[src/rtl/spi_master_frame.sv]
// spi_master_frame: mode-0 SPI master sending one DATA_WIDTH frame MSB first and capturing the reply; ports clk_5kHz, rst, start, tx_data, rx_data, busy, done, mosi, miso, sclk, cs; define SPI_MASTER_LOOPBACK_EN to feed registered mosi back into the receiver
module spi_master_frame #(
  parameter int DATA_WIDTH = 8,
  parameter int SCLK_HALF = 2
) (
  input  logic                  clk_5kHz,
  input  logic                  rst,
  input  logic                  start,
  input  logic [DATA_WIDTH-1:0] tx_data,
  output logic [DATA_WIDTH-1:0] rx_data,
  output logic                  busy,
  output logic                  done,
  output logic                  mosi,
  input  logic                  miso,
  output logic                  sclk,
  output logic                  cs
);
  localparam int HW = SCLK_HALF > 1 ? $clog2(SCLK_HALF) : 1;
  localparam int BW = DATA_WIDTH > 1 ? $clog2(DATA_WIDTH) : 1;
  typedef enum logic [2:0] {IDLE, SETUP, HIGH, LOW, FINISH} state_t;
  state_t state, state_n;
  logic [HW-1:0] hc, hc_n;
  logic [BW-1:0] bc, bc_n;
  logic [DATA_WIDTH-1:0] tx_sh, tx_sh_n, tx_shl, rx_sh, rx_sh_n, rx_shl, rx_data_n;
  logic cs_n, sclk_n, mosi_n, busy_n, done_n, rx_in, last_bit;
`ifdef SPI_MASTER_LOOPBACK_EN
  assign rx_in = mosi;
`else
  assign rx_in = miso;
`endif
  assign tx_shl = tx_sh << 1;
  assign rx_shl = (rx_sh << 1) | DATA_WIDTH'(rx_in);
  assign last_bit = bc == BW'(DATA_WIDTH - 1);
  always_ff @(posedge clk_5kHz) begin
    if (rst) begin
      state <= IDLE;
      hc <= '0;
      bc <= '0;
      tx_sh <= '0;
      rx_sh <= '0;
      rx_data <= '0;
      cs <= 1'b1;
      sclk <= 1'b0;
      mosi <= 1'b0;
      busy <= 1'b0;
      done <= 1'b0;
    end else begin
      state <= state_n;
      hc <= hc_n;
      bc <= bc_n;
      tx_sh <= tx_sh_n;
      rx_sh <= rx_sh_n;
      rx_data <= rx_data_n;
      cs <= cs_n;
      sclk <= sclk_n;
      mosi <= mosi_n;
      busy <= busy_n;
      done <= done_n;
    end
  end
  // FINISH is the done cycle; it already has busy=0, so it accepts start exactly like IDLE
  always_comb begin
    state_n = state;
    hc_n = hc == '0 ? HW'(SCLK_HALF - 1) : hc - 1'b1;
    bc_n = bc;
    tx_sh_n = tx_sh;
    rx_sh_n = rx_sh;
    rx_data_n = rx_data;
    cs_n = cs;
    sclk_n = sclk;
    mosi_n = mosi;
    busy_n = busy;
    done_n = 1'b0;
    case (state)
      IDLE, FINISH: begin
        state_n = start ? SETUP : IDLE;
        hc_n = HW'(SCLK_HALF - 1);
        if (start) begin
          tx_sh_n = tx_data;
          bc_n = '0;
          cs_n = 1'b0;
          mosi_n = tx_data[DATA_WIDTH-1];
          busy_n = 1'b1;
        end
      end
      SETUP, HIGH, LOW: begin
        if (hc == '0) begin
          if (state == HIGH) begin
            state_n = LOW;
            sclk_n = 1'b0;
            if (!last_bit) begin
              tx_sh_n = tx_shl;
              mosi_n = tx_shl[DATA_WIDTH-1];
            end
          end else if (state == LOW && last_bit) begin
            state_n = FINISH;
            cs_n = 1'b1;
            mosi_n = 1'b0;
            rx_data_n = rx_sh;
            done_n = 1'b1;
            busy_n = 1'b0;
          end else begin
            state_n = HIGH;
            sclk_n = 1'b1;
            rx_sh_n = rx_shl;
            bc_n = state == LOW ? bc + 1'b1 : bc;
          end
        end
      end
      default: state_n = IDLE;
    endcase
  end
endmodule

[config.mk]
export PLATFORM = sky130hd
export DESIGN_NAME = spi_master_frame
export DESIGN_NICKNAME = d
export VERILOG_FILES = /design/src/rtl/spi_master_frame.sv
export SDC_FILE = /design/constraint.sdc
export NUM_CORES = 1
export LEC_CHECK = 0
export CELL_PAD_IN_SITES_DETAIL_PLACEMENT = 0
export CELL_PAD_IN_SITES_GLOBAL_PLACEMENT = 1
export CORE_MARGIN = 10
export CORE_UTILIZATION = 39
export CTS_CLUSTER_DIAMETER = 30
export DETAILED_ROUTE_END_ITERATION = 6
export GPL_TIMING_DRIVEN = 0
export PLACE_DENSITY = 0.89
export SETUP_SLACK_MARGIN = 0.1
export SYNTH_ARGS = -nofsm -noshare
export SYNTH_HDL_FRONTEND = slang
export SYNTH_SLANG_ARGS = --single-unit
[constraint.sdc]
create_clock -name clk_5kHz -period 2.6 [get_ports clk_5kHz]
set_input_delay 0.26 -clock clk_5kHz [delete_from_list [all_inputs] [get_ports clk_5kHz]]
set_output_delay 0.26 -clock clk_5kHz [all_outputs]
set_load 0.02 [all_outputs]
==> key figures <==
Status
  • Status: finished, final reports clean

Setup path
  • CP Launch Type: flip-flop
  • Worst path arrival time: about 2.3 ns
  • Worst-path cell chain: ha_1 -> ha_1 -> or4b_4 -> a21oi_4 -> buf_6 -> nor2_1 -> a211oi_2
  • Crit. End Element: flip-flop
  • Top delay family on crit path: simple AND/OR/NAND/NOR gates
  • Largest stage delay, worst path: 0.56 ns
  • Critical Path Slowest Stage Cell: or4b_4
  • Most common cell on crit path: ha_1
  • CP max FO: 10
  • Setup CP Type: flip-flop to flip-flop
  • Worst EP required: roughly 2.8 ns
  • CP Buf/Inv Count: 1

Die
  • Core area: roughly 3400 um2
  • Die Area: roughly 6500 um2
  • I/O pin total: 25
  • Die X: 80.6 um
  • Initial core utilization: between 40% and 50%
  • Row count: 21
  • Die height: 80.6 um

STA
  • Slew @ Worst Pin: approximately 0.75 ns
  • Fmax: slightly below 0.5 GHz
  • Min Clock Period, post-route: 2.04 ns
  • Final setup vio count: 0
  • Final Hold Viols: 0
  • Setup_tns: 0 ns
  • Max Slew Vio Count: 0
  • Clock skew: between 0.005 and 0.006 ns
  • PnR worst setup slack: 0.561 ns
  • RSZ-0062 raised after global routing: false
  • Fin crit share: between 70% and 80%
  • Slew Limit Headroom: 50.1%

CTS
  • Total CTS buffers: 5
  • CTS clock-pin slew for the worst setup and hold paths: 0.07 ns
  • Resize count post-CTS: 0
  • Clock Latency Late Sink: roughly 0.28 ns
  • Root Buffer: clkbuf_8
  • H-tree Lvls: 2
  • Post-CTS Setup Bufs: 0
  • CTS tree: done
  • Longest Clk Path Bufs: 2
  • Post-CTS Hold Buffers: 0
  • Sink Count: 35

Synth
  • Register area share after synthesis: around half
  • Synth async-reset ratio: 0%
  • Syn Inst Count: approximately 160
  • Yosys warnings: 0
  • Leading area contributor after synthesis: dfxtp_1
  • Top post-synthesis cells by area: dfxtp_1 (49%), mux2i_1 (9.8%), nand2_1 (6.0%)
  • Synthesized area: around 1400 um2
  • Mean area per synthesized cell: between 9 and 10 um2
  • Top cell type's share of synthesized area: 48.9%
  • Top-count cell post-synth: dfxtp_1
  • EDFF count, synth: 0
  • Mapped Nets: 169
  • Yosys reg bits: 35
  • Unique masters post-synth: 29
  • Synth Flop Type: dfxtp_1
  • Post-synth top cells: dfxtp_1 (35), nand2_1 (23), nor2_1 (21)

Detailed routing
  • WL final: ~3100 um
  • Post-route DRC violation count: 0
  • Detailed Route Iter0 Violations: between 60 and 70
  • DRT antenna net count: 0
  • WL/cell: between 10 and 15 um
  • Vias: roughly 1.2k
  • Vias/cell: 5.00
  • Pre-antenna DRT Iters: 4

Pwr
  • Int Pwr: 0.000836 W
  • Reg power frac: about half
  • Cell Pwr Density: ~630 nW/um2
  • Psw: just under 0.0003 W
  • VDD IR-drop max: between 0.0004 and 0.0005 V
  • Leak: approximately 0.70 nW
  • Logic gate share of total power: 15.9%
  • Clk pwr share: 33.0%
  • Sw Ratio: between 20% and 30%

Run
  • Max Cap Viol: 0

Placed design
  • DP HPWL: about 2300 um
  • PortBufs: 23
  • GPL Wtd Cong: a little under 0.8
  • Setup WS pre-CTS: 0.558 ns

Layout
  • P&R area growth vs syn: 25.7%
  • Nets: between 150 and 200
  • Layout cells sized above 1: approximately 8%
  • Diode count: 0

Global route
  • Total gr overflow: 0
  • Vias in the first global route: between 1k and 1.5k
  • Initial antenna violation count: 0
  • First-pass GRT wire length: 5400 um
  • Total GRT Usage: a little over a tenth
  • Largest net degree at the start of global routing: 11

Worst hold path
  • Worst Hold Class: input pin to flip-flop
cell usage in the layout (no fill, tap or decap):
master,n
clkbuf_8,5
a211oi_2,4
nand2_1,23
nor3b_1,2
or4b_4,1
nor2_1,21
clkdlybuf4s50_1,23
and4_1,1
clkbuf_1,9
nand3_1,1
nand2b_1,3
a211oi_1,2
mux2i_1,14
dfxtp_1,35
o21a_1,2
buf_1,1
clkinv_2,1
o221a_2,1
o21ai_0,1
nor4b_1,1
nor3_1,4
a21oi_4,1
a21oi_1,17
a2bb2oi_1,1
nand4_1,1
nand4b_1,2
o21bai_1,1
inv_1,2
a221oi_1,1
nor2b_1,1
buf_6,2
ha_1,2
cell type report:
cell class	instances	area [um2]
clock buffers	7	76.3
flip-flops and latches	35	701
well taps	46	57.6
clock inverters	1	5.00
fillers	332	1640
multi-input cells	108	673
inverters	2	7.51
plain buffers	10	52.6
repair buffers	23	230
kinds of logic after synthesis:
group	Yosys count	synth area share, %
and+or+nand+nor	61	19.9
DFF	35	48.9
AOI/OAI and AO/OA	31	15.5
muxes	14	9.77
buffers and inverters	12	4.19
adders and majority gates	2	1.74
layer usage:
metal	wire length, um	up-vias	global-route usage (%)
met5	0	-	0
met4	51	0	4.75
met3	228	6	4.57
met2	1360	28	15.9
met1	1470	531	12.5
li1	-	595	-
power by group through the flow:
stage | clock network, W | registers, W | logic (W)
3_3_place_gp | 0 | 0.000590 | 0.000179
4_1_cts | 0.000388 | 0.000579 | 0.000183
3_5_place_dp | 0 | 0.000592 | 0.000182
2_1_floorplan | 0 | 0.000596 | 0.000122
5_1_grt | 0.000412 | 0.000583 | 0.000199
6_report | 0.000373 | 0.000579 | 0.000180
state kept, by name (all words and copies together) (netlist names):
| name | flops |
|---|---|
| sclk | 1 |
| tx_sh | 7 |
| cs | 1 |
| bc | 3 |
| rx_data | 8 |
| mosi | 1 |
| rx_sh | 8 |
| done | 1 |
| state | 3 |
| busy | 1 |
| hc | 1 |
metrics by stage:
step / util (%) / power [W] / hold WS [ns] / std cells / instance area, um2
floorplan: - / 0.000718 / 0.400 / 155 / 1430
global placement: 50.0 / 0.000769 / 0.443 / 224 / 1720
detailed placement: 50.0 / 0.000774 / 0.447 / 224 / 1720
CTS: 52.4 / 0.00115 / 0.392 / 232 / 1800
global route: 52.4 / 0.00119 / 0.431 / 232 / 1800
finish: 52.4 / 0.00113 / 0.369 / 232 / 1800
path summary, 6_finish.rpt:
kind / from / end / cells past startpoint / slack [ns]
min reg2reg: rx_data[0] / rx_data[0] / 2 / 0.46
min: rst / state[0] / 2 / 0.37
max reg2reg: bc[0] / tx_sh[3] / 7 / 0.56
max: bc[0] / tx_sh[3] / 7 / 0.56
Power figures use the tool's default switching activity.
